[config.mk]
export PLATFORM = sky130hd
export DESIGN_NAME = key_press_classifier
export DESIGN_NICKNAME = d
export VERILOG_FILES = /design/src/rtl/key_pkg.sv /design/src/rtl/kpc_hold_counter.sv /design/src/rtl/key_press_classifier.sv
export SDC_FILE = /design/constraint.sdc
export NUM_CORES = 1
export LEC_CHECK = 0
export CORE_ASPECT_RATIO = 0.75
export CORE_MARGIN = 4
export CORE_UTILIZATION = 36
export CTS_CLUSTER_SIZE = 20
export DETAILED_ROUTE_END_ITERATION = 8
export GPL_ROUTABILITY_DRIVEN = 0
export PLACE_DENSITY = 0.59
export SLEW_MARGIN = 20
export SYNTH_ARGS = -nofsm -noshare
export SYNTH_HDL_FRONTEND = slang
export SYNTH_HIERARCHICAL = 1
export SYNTH_SLANG_ARGS = --single-unit
[constraint.sdc]
create_clock -name clk -period 4.6 [get_ports clk]
set_input_delay 0.92 -clock clk [delete_from_list [all_inputs] [get_ports clk]]
set_output_delay 0.92 -clock clk [all_outputs]
set_load 0.05 [all_outputs]
[src/rtl/key_pkg.sv]
// key_pkg: definitions shared by the key press classifier and its
// neighbours (debouncer, UI FSM).
//   - FSM state encoding used by key_press_classifier
//   - default long-press and auto-repeat periods, in clk cycles
package key_pkg;

    localparam logic [1:0] KPC_IDLE    = 2'd0;
    localparam logic [1:0] KPC_PRESSED = 2'd1;
    localparam logic [1:0] KPC_LONG    = 2'd2;

    localparam int KPC_LONG_CYCLES_DEF   = 8;
    localparam int KPC_REPEAT_CYCLES_DEF = 4;

    typedef enum logic [1:0] {
        ST_IDLE    = KPC_IDLE,
        ST_PRESSED = KPC_PRESSED,
        ST_LONG    = KPC_LONG
    } kpc_state_t;

endpackage

[src/rtl/kpc_hold_counter.sv]
// kpc_hold_counter: saturating up-counter with clear and terminal match.
//   clk, reset : clock, asynchronous active-high reset (count -> 0)
//   clr        : next count starts from 0 (combined with inc, this loads 1)
//   inc        : add one, holding at all-ones instead of wrapping
//   match      : count currently equals MATCH
module kpc_hold_counter #(
    parameter int W     = 8,
    parameter int MATCH = 7
) (
    input  logic clk,
    input  logic reset,
    input  logic clr,
    input  logic inc,
    output logic match
);

    logic [W-1:0] cnt;
    logic [W-1:0] base;
    logic         at_max;

    always_comb begin
        base   = clr ? '0 : cnt;
        at_max = &base;
    end

    always_ff @(posedge clk or posedge reset) begin
        if (reset) begin
            cnt <= '0;
        end else begin
            cnt <= base + W'(inc & ~at_max);
        end
    end

    assign match = (cnt == W'(MATCH));

endmodule

[src/rtl/key_press_classifier.sv]
// key_press_classifier: turns the debounced key level into one-cycle
// short/long/repeat events and keeps a wrapping press count.
//   clk          : system clock, rising edge
//   reset        : asynchronous, active-high
//   key_in       : debounced key level, 1 = pressed
//   short_pulse  : released before LONG_CYCLES high samples
//   long_pulse   : LONG_CYCLES-th high sample reached
//   repeat_pulse : auto-repeat tick while long-held (0 unless KPC_REPEAT_EN)
//   press_count  : presses (and repeats) seen, modulo 2**COUNT_W
//   busy         : FSM is not IDLE
// Optional build macro: KPC_REPEAT_EN enables the auto-repeat logic.
module key_press_classifier
    import key_pkg::*;
#(
    parameter int LONG_CYCLES   = KPC_LONG_CYCLES_DEF,
    parameter int HOLD_W        = 8,
    parameter int COUNT_W       = 4,
    parameter int REPEAT_CYCLES = KPC_REPEAT_CYCLES_DEF
) (
    input  logic               clk,
    input  logic               reset,
    input  logic               key_in,
    output logic               short_pulse,
    output logic               long_pulse,
    output logic               repeat_pulse,
    output logic [COUNT_W-1:0] press_count,
    output logic               busy
);

    if (LONG_CYCLES < 2 || REPEAT_CYCLES < 1 || (2 ** HOLD_W) <= LONG_CYCLES) begin : g_bad_param
        $error("key_press_classifier: illegal parameter combination");
    end

    kpc_state_t state;
    logic       hold_clr;
    logic       hold_inc;
    logic       hold_match;
    logic       rep_fire;

    // Hold counter: loads 1 on the first high sample in IDLE, counts while
    // held (saturating in LONG_HELD), clears on any low sample.
    always_comb begin
        hold_clr = 1'b1;
        hold_inc = 1'b0;
        case (state)
            ST_IDLE: begin
                hold_inc = key_in;
            end
            ST_PRESSED, ST_LONG: begin
                if (key_in) begin
                    hold_clr = 1'b0;
                    hold_inc = 1'b1;
                end
            end
            default: begin
                hold_clr = 1'b1;
                hold_inc = 1'b0;
            end
        endcase
    end

    kpc_hold_counter #(
        .W     (HOLD_W),
        .MATCH (LONG_CYCLES - 1)
    ) u_hold_cnt (
        .clk   (clk),
        .reset (reset),
        .clr   (hold_clr),
        .inc   (hold_inc),
        .match (hold_match)
    );

`ifdef KPC_REPEAT_EN
    localparam int REP_W = (REPEAT_CYCLES < 2) ? 2 : $clog2(REPEAT_CYCLES) + 1;

    logic rep_active;
    logic rep_match;

    // rep_cnt is zero on entry to LONG_HELD (it is held clear everywhere
    // else) and restarts from zero after every repeat tick.
    assign rep_active = (state == ST_LONG) && key_in;
    assign rep_fire   = rep_active && rep_match;

    kpc_hold_counter #(
        .W     (REP_W),
        .MATCH (REPEAT_CYCLES - 1)
    ) u_rep_cnt (
        .clk   (clk),
        .reset (reset),
        .clr   (~rep_active | rep_match),
        .inc   (rep_active & ~rep_match),
        .match (rep_match)
    );
`else
    assign rep_fire = 1'b0;
`endif

    always_ff @(posedge clk or posedge reset) begin
        if (reset) begin
            state        <= ST_IDLE;
            short_pulse  <= 1'b0;
            long_pulse   <= 1'b0;
            repeat_pulse <= 1'b0;
            press_count  <= '0;
            busy         <= 1'b0;
        end else begin
            short_pulse  <= 1'b0;
            long_pulse   <= 1'b0;
            repeat_pulse <= rep_fire;
            // rep_fire only occurs in LONG_HELD, so it never collides with
            // the IDLE press increment below.
            if (rep_fire) begin
                press_count <= press_count + COUNT_W'(1);
            end
            case (state)
                ST_IDLE: begin
                    if (key_in) begin
                        state       <= ST_PRESSED;
                        busy        <= 1'b1;
                        press_count <= press_count + COUNT_W'(1);
                    end
                end
                ST_PRESSED: begin
                    if (!key_in) begin
                        state       <= ST_IDLE;
                        busy        <= 1'b0;
                        short_pulse <= 1'b1;
                    end else if (hold_match) begin
                        state      <= ST_LONG;
                        long_pulse <= 1'b1;
                    end
                end
                ST_LONG: begin
                    if (!key_in) begin
                        state <= ST_IDLE;
                        busy  <= 1'b0;
                    end
                end
                default: begin
                    state <= ST_IDLE;
                    busy  <= 1'b0;
                end
            endcase
        end
    end

endmodule
== After elaboration in Yosys (flattened, before gate mapping) ==
Cells that the tools add are included.
Widths: inputs -> output; s select.
Storage, ports and cells
  bits in registers: 17
  word-level logic and storage cells: 40
  output and inout bits: 8
Operators by class
  eq/ne operators: 7
  mux-type cells: 17
  bitwise logic cells: 2
  add/subtract/negate cells: 2
  reduce and logical (&&, ||, !) cells: 6
Operators by type and width (count)
  $mux 1: 9
  $add 8x8->8: 1
  $and 1x8->8: 1
  $eq 8x3->1 const B: 1
  $mux 2: 4
  $mux 8: 1
  $not 1->8: 1
  $reduce_and 8->1: 1
  $ne 2x2->1 const B: 3
  $pmux 2 s3: 1
  $add 4x1->4 const B: 1
  $pmux 1 s2: 2
  $reduce_and 2->1: 2
  $ne 3x3->1 const B: 1
  $reduce_and 3->1: 1
  $eq 2x1->1 const B: 1
  $eq 2x2->1 const B: 1
  $logic_not 2->1: 1
  $reduce_or 2->1: 1

== Depth between registers and ports, before layout ==
Gate-level depths: netlist of the first run.
  depth after elaboration: 8
  mapped depth: 10
  mapped depth without buffers: 9

== By module ==
Netlist of the first run, hierarchy kept.
Modules (own cells, without submodules)
  key_press_classifier: sequential area each 225.2 µm², times used 1, cells an instance 43, area each 521.8 µm²
  kpc_hold_counter: sequential area each 200.2 µm², times used 1, cells an instance 41, area each 416.6 µm²

== Worst setup path after synthesis of the first run ==
OpenSTA, ideal clock, no wires.
  path type: input to register
  from: input key_in
  to: register u_hold_cnt.cnt[4]
  slack: 2167 ps
  cell stages on the path: 9
  buffers on the path: 2
  arrival time: 2315 ps
  cells stage by stage: buf_6 > nand2_1 > buf_6 > o41a_1 > ha_1 > ha_1 > nand3_1 > xor2_1 > nor2_1
Between the ends
  word-level cells in the longest chain between the ends: 7
  elaborated cells on any way between the ends: 9
  those cells by class: add/sub: 1; mux: 5; bitwise: 2; reduce/logical: 1
Ends and longest elaborated chain
  start, declared: RTL line key_press_classifier.sv:22  | input logic key_in,
  $mux 1 *: RTL line key_press_classifier.sv:50  | if (key_in) begin
  $mux 1 *: RTL line key_press_classifier.sv:45  | case (state)
  net hold_clr: RTL line key_press_classifier.sv:35  | logic hold_clr;
  $mux 8 *: RTL line kpc_hold_counter.sv:22  | base = clr ? '0 : cnt;
  $reduce_and 8->1: RTL line kpc_hold_counter.sv:23  | at_max = &base;
  $not 1->8: RTL line kpc_hold_counter.sv:30  | cnt <= base + W'(inc & ~at_max);
  $and 1x8->8: RTL line kpc_hold_counter.sv:30
  $add 8x8->8 *: RTL line kpc_hold_counter.sv:30
  end signal, assigned: RTL line kpc_hold_counter.sv:30
  end, declared: RTL line kpc_hold_counter.sv:17  | logic [W-1:0] cnt;
The timed path passes the listed nets; every way through them passes the cells marked *.
A chain may end at the register's enable or synchronous reset.

== Worst setup path in the final report of the first run ==
  from: input key_in
  to: register u_hold_cnt.cnt[6]
The elaborated chain is that of the path after synthesis.

==> impl_results.md, run 1 <==
- Hold Path Class: flop to flop
- Crit path time final: 3.030 ns
- Worst R2R Path Depth: 9
- First-pass GRT wire length: 2470 um
- Final Cycle Share: between 60% and 70%
- CTS sink count: 17
- Most used cell, CP: ha_1
- Final hold violations: 0
- Ys flop type: dfrtp_1
- Cts bufs inserted: 3
- Per-cell routed wire length: between 10 and 15 um
- Fraction of registers with async set/reset: between 90% and 100%
- Fin nets: about 110
- Hold Path Stages: 1
- # diodes: 0
- Worst-path clk slew: about 0.090 ns
- P per Cell Area: 565.6 nW/um2
- Non-filler cells in the finished layout: 128
- Via density: about 4.6
- DP HPWL: around 1100 um
- Ports: 11
- Final Hold Slack: approximately 0.48 ns
- Max Clk Rate: 0.3300 GHz
- Post-synthesis register bit count: 17
- Count of buffers from port buffering: 9
- # hold bufs at CTS: 0
- Gr ovfl total: 0
- Final Setup Violations: 0
- CTS H-tree lvls: 1
- Post-synthesis sequential area ratio: between 40% and 50%
- Cts repair resizes: 0
- Initial antenna violation count: 0
- CTS root buffer: clkbuf_4
- Pre-antenna DRT Iters: 4
- Cell variety after synth: 28
- Crit-path max cell delay: 0.73 ns
- Leak pwr: around 0.00047 uW
- Initial Util: around 40%
- Dpl cells: roughly 120
- Worst Skew: 0.001008 ns
- Critical Path AT: between 3 and 4 ns
- Row count: 15
- CTS tree: built
- Post-synth design cell area: between 900 and 1000 um2
- DRT antenna net count: 0
- CP Depth: 8
- Total core area: approximately 2400 um2
- CP Cell Sequence: clkdlybuf4s50_1 -> nand2_1 -> o41a_1 -> ha_1 -> ha_1 -> inv_1 -> o21ai_0 -> a21oi_1
- Ys Warns: 6
- Least-Margin Pin Slew: 0.4989 ns
- Cell family with most CP delay: buffers and inverters
- Share of layout cells above drive strength 1: 8.511%
- Status: finished, final reports clean
- Vias in the first global route: 550
- Die Ht: around 52 um
- Layout Area Growth over Synthesis: 13.87%
- WL final: ~1500 um
- WS Path Type: primary input to flop
- Die Wd: around 67 um
- Crit start category: primary input
- Net Count, Synth: 96
- FF-to-FF setup slack: between 2 and 2.5 ns
- Full die area: approximately 3500 um2
- RSZ-0062 raised after global routing: false
- Clk buf depth: 2
- Critical path required time: 4.81 ns
- Fillers: ~240
- Critical path buffers and inverters: 2
- Largest net degree at the start of global routing: 11
- Post CTS Setup Buffer Count: 0
- Max-cap viol count: 0
- Gate Count Post-Synth: between 80 and 90
- CP Capture Type: flop
- Crit-path slowest cell: clkdlybuf4s50_1
- Total track usage: 10.23%
- CP max FO: 10
- Total number of vias: 586
- DRC: 0
- TNS Setup: 0 ns
- Clock latency on the worst-skew pair: a little under 0.3 ns
- Max-slew violation count: 0
- Avg Inst Size Synth: about 11 um2
- EDFF count, synth: 0
- Drt initial violations: 12
- Fin util: between 40% and 50%
- Max_slew headroom: approximately 67%
- Peak supply drop: 222.9 uV
==> layer usage <==
metal	wire, um	track usage, %	up-vias
li1	-	-	303
met1	753	12.65	267
met5	0	0	-
met2	585	14.80	12
met3	77	4.292	4
met4	36	6.061	0
==> synthesized netlist by cell type (2+ instances only) <==
cell type	instances	area share [%]
dfrtp_1	17	45
o21ai_0	3	1.6
mux2i_1	2	2.1
xor2_1	3	2.8
inv_1	6	2.4
buf_6	2	2.4
a21oi_1	3	1.6
or3_1	3	2.0
nor2b_1	4	2.7
nor2_1	3	1.2
xnor2_1	3	2.8
nand2_1	5	2.0
ha_1	9	12
mux2_1	2	2.4
nand3_1	6	3.2
==> cells by family (layout without fill, tap and decap cells) <==
logic type      count (synthesis)  after routing  share of synthesized area (%)
fa+ha+maj                       9              9                          12.00
flops                          17             17                          45.33
xor+xnor                        6              6                          5.601
mux                             5              5                          6.133
compound gates                  9              9                          7.466
simple gates                   28             28                          17.47
other cells                     1              1                         0.3996
buf+inv                         9             19                          5.600
==> cell type report <==
type / instances / area (um2) / area share [%]
inverters: 6 / 22.52 / 2.108
multi-input cells: 58 / 460.4 / 43.09
well taps: 34 / 42.54 / 3.981
clock buffers: 3 / 22.52 / 2.108
clock inverters: 1 / 5.005 / 0.4684
flip-flops and latches: 17 / 425.4 / 39.81
repair buffers: 9 / 90.09 / 8.431
==> cells in the final DEF (no fill, tap or decap), types with 2 or more instances in the layout <==
cell type        instances
o21ai_0                  3
nand2_1                  5
or3_1                    3
nand3_1                  6
dfrtp_1                 17
mux2i_1                  2
a21oi_1                  3
mux2_1                   2
nor2b_1                  4
nor2_1                   3
clkbuf_4                 3
xnor2_1                  3
ha_1                     9
inv_1                    6
xor2_1                   3
clkdlybuf4s50_1          9
==> state kept, by name (all words and copies together), names as in the netlist <==
signal / count
short_pulse: 1
long_pulse: 1
u_hold_cnt/cnt: 8
state: 2
press_count: 4
busy: 1
==> metrics by stage <==
stage / setup WS (ns) / cell area (um2) / power (uW)
CTS: 1.589 / 1069 / 613.7
detailed placement: 1.256 / 1041 / 533.0
global route: 1.430 / 1069 / 648.8
floorplan: 2.167 / 938.4 / 454.8
global placement: 1.360 / 1041 / 529.3
finish: 1.570 / 1069 / 604.3
==> where the power goes <==
part           internal (uW)  switching, uW  leakage [uW]  total [uW]
clock                   32.4           45.5     0.0000177        77.9
combinational            118            184      0.000234         302
sequential               190           34.3      0.000221         224
total                    341            264      0.000472         604
==> worst register-to-register path: stages (launching register included) <==
cell and delay [ns]:
dfrtp_1 0.45, inv_1 0.11, ha_1 0.31, nand2_1 0.20
o41a_1 0.49, ha_1 0.23, ha_1 0.20, inv_1 0.10
o21ai_0 0.10, a21oi_1 0.15
==> final timing paths <==
| path | to | startpoint |
|---|---|---|
| max | u_hold_cnt/cnt[6] | key_in |
| min | press_count[3] | press_count[3] |
| max reg2reg | u_hold_cnt/cnt[6] | state[0] |
| min reg2reg | press_count[3] | press_count[3] |
| max in group asynchronous | state[1] | reset |
| min in group asynchronous | u_hold_cnt/cnt[7] | reset |
Note: power is estimated with default switching activity, not from simulation.
==> run 2: changes to the inputs <==
Settings changed: PLACE_DENSITY 0.59 to 0.61.
Clock period 4.6 ns to 2.49 ns, I/O delays scaled along.
==> run 2 against run 1 <==
Compared with the run above: via count is 5.3% higher; cell count grew 2.3%; critical path type is now flop to flop; worst hold slack better by 0.0032 ns; sequential cell count unchanged; first-iteration DRC count is 50% higher; utilization grew 0.94 points.
==> impl_results.md, run 2 (synthesis gave the netlist of run 1 again) <==
- Placed inst area: 1064 um2
- Cts bufs inserted: 3
- DRT antenna net count: 0
- RSZ-0062 raised after global routing: false
- Int Pwr: approximately 640 uW
- Worst Skew: about 0.009 ns
- Cts repair resizes: 0
- P per Cell Area: roughly 1000 nW/um2
- Peak supply drop: about 440 uV
- Power Total: ~1100 uW
- # diodes: 0
- CP max FO: 5
- Largest register FFs: 8
- NetSw: 503.0 uW
- Sw Share: 44.01%
- Least-Margin Pin Slew: between 0.5 and 0.6 ns
- Initial antenna violation count: 0
- Largest net degree at the start of global routing: 11
- Fillers: between 200 and 250
- WL final: approximately 1700 um
- Critical path required time: between 2 and 3 ns
- Worst R2R Path Depth: 9
- CTS root buffer: clkbuf_4
- Crit-path max cell delay: about 0.43 ns
- Full die area: between 3000 and 4000 um2
- Gr ovfl total: 0
- Total core area: roughly 2400 um2
- Row count: 15
- Final hold violations: 0
- Worst-path clk slew: about 0.10 ns
- Clock power share: about an eighth
- WS Path Type: flop to flop
- First-pass GRT wire length: between 2000 and 3000 um
- Layout Area Growth over Synthesis: 16.27%
- Crit start category: flop
- Clk buf depth: 2
- Status: finished, final reports clean
- Initial Util: approximately two fifths
- Vias in the first global route: roughly 630
- Drt initial violations: 18
- Hold Path Class: primary input to asynchronous set/reset pin
- Share of layout cells above drive strength 1: approximately 11%
- Fin util: a little under half
- Most common cell after layout, fill and taps aside: dfrtp_1
- CTS tree: built
- Max-slew violation count: 0
- Biggest regs: u_hold_cnt/cnt x8, press_count x4, state x2
- # hold bufs at CTS: 0
- Most used cell, CP: ha_1
- Leak pwr: ~0.00049 uW
- Final Hold Slack: about 0.48 ns
- Crit path time final: between 2 and 2.5 ns
- Design area: about 1100 um2
- DP HPWL: approximately 1400 um
- CTS sink count: 17
- CP Cell Sequence: inv_1 -> ha_1 -> nand2_1 -> o41a_1 -> ha_1 -> ha_1 -> nand3_1 -> xor2_1 -> nor2_1
- Final Setup Violations: 0
- Post CTS Setup Buffer Count: 0
- Max Clk Rate: 0.4456 GHz
- CP Capture Type: flop
- Comb pwr share: approximately 51%
- Max-cap viol count: 0
- Seq pwr share: between 30% and 40%
- Total number of vias: between 600 and 700
- Ports: 11
- Crit-path slowest cell: dfrtp_1
- Most flops, register: u_hold_cnt/cnt
- Count of buffers from port buffering: 9
- CTS H-tree lvls: 1
- Clock latency on the worst-skew pair: 0.29 ns
- Most frequent cells in the layout: dfrtp_1 (17), ha_1 (9), clkdlybuf4s50_1 (9), nand3_1 (6), inv_1 (6)
- Total track usage: between 10% and 20%
- Via density: ~4.7
- Fin nets: 110
- Per-cell routed wire length: about 13 um
- DRC: 0
- Die Wd: approximately 67 um
- Max_slew headroom: approximately 67%
- Pre-antenna DRT Iters: 4
- Die Ht: ~52 um
- Critical Path AT: 2.44 ns
- Final Cycle Share: about nine tenths
[run 2: cell types whose count changed in the layout (fill, tap and decap cells not counted)]
cell / change
buf_4: +3
[run 2: layout make-up]
cell class	count	area, um2	area share [%]
Timing Repair Buffer	12	112.6	10.32
Clock buffer	3	22.52	2.064
Tap cell	34	42.54	3.899
Multi-Input combinational cell	58	460.4	42.20
Inverter	6	22.52	2.064
Sequential cell	17	425.4	38.99
Clock inverter	1	5.005	0.4587
[run 2: through the flow]
stage          worst slack [ns]  instances  setup TNS, ns
6_report                 0.2458        131              0
5_1_grt                 0.09881        131              0
4_1_cts                  0.2419        131              0
3_5_place_dp          -0.007625        127      -0.007625
3_3_place_gp            0.08748        127              0
2_1_floorplan            0.3446         84              0
[run 2: worst max-delay path: cells and delay by family (launching register included)]
family	cells	cell delay (ns)
adders and majority gates	3	0.76
DFF	1	0.43
AOI/OAI and AO/OA	1	0.43
and+or+nand+nor	3	0.26
xor gates and xnor gates	1	0.17
buffers and inverters	1	0.11
[run 2: layer usage]
metal | GRT usage [%] | vias up | share of wire [%]
met3 | 3.648 | 2 | 5.2
met4 | 4.040 | 0 | 0.72
li1 | - | 311 | -
met2 | 17.60 | 13 | 45
met5 | 0 | - | 0
met1 | 14.71 | 291 | 49
[run 2: worst paths after layout]
kind                                startpoint                end  slack [ns]
worst max-delay path                  state[0]  u_hold_cnt/cnt[4]        0.25
worst min-delay path                     reset  u_hold_cnt/cnt[5]        0.48
worst max register to register        state[0]  u_hold_cnt/cnt[4]        0.25
worst min register to register  press_count[3]     press_count[3]        0.48
max in group asynchronous                reset           state[0]        1.72
min in group clk                press_count[3]     press_count[3]        0.48
[run 2: power by group through the flow]
stage,logic [uW],registers [uW],clock network (uW)
global route,632,428,173
global placement,575,414,0
detailed placement,590,423,0
finish,584,415,144
CTS,592,417,155
floorplan,263,577,0
==> run 3: changes to the inputs <==
--- a/constraint.sdc
+++ b/constraint.sdc
@@ -3,2 +3,2 @@
 set_output_delay 0.498 -clock clk [all_outputs]
-set_load 0.05 [all_outputs]
+set_load 0.005 [all_outputs]
==> results of run 3 <==
Same layout as run 2 (identical final DEF). Status: finished, final reports clean.
Main changes from that run: total power 1143 uW -> 974.0 uW; worst IR drop on VDD 445.0 uV -> 421.7 uV
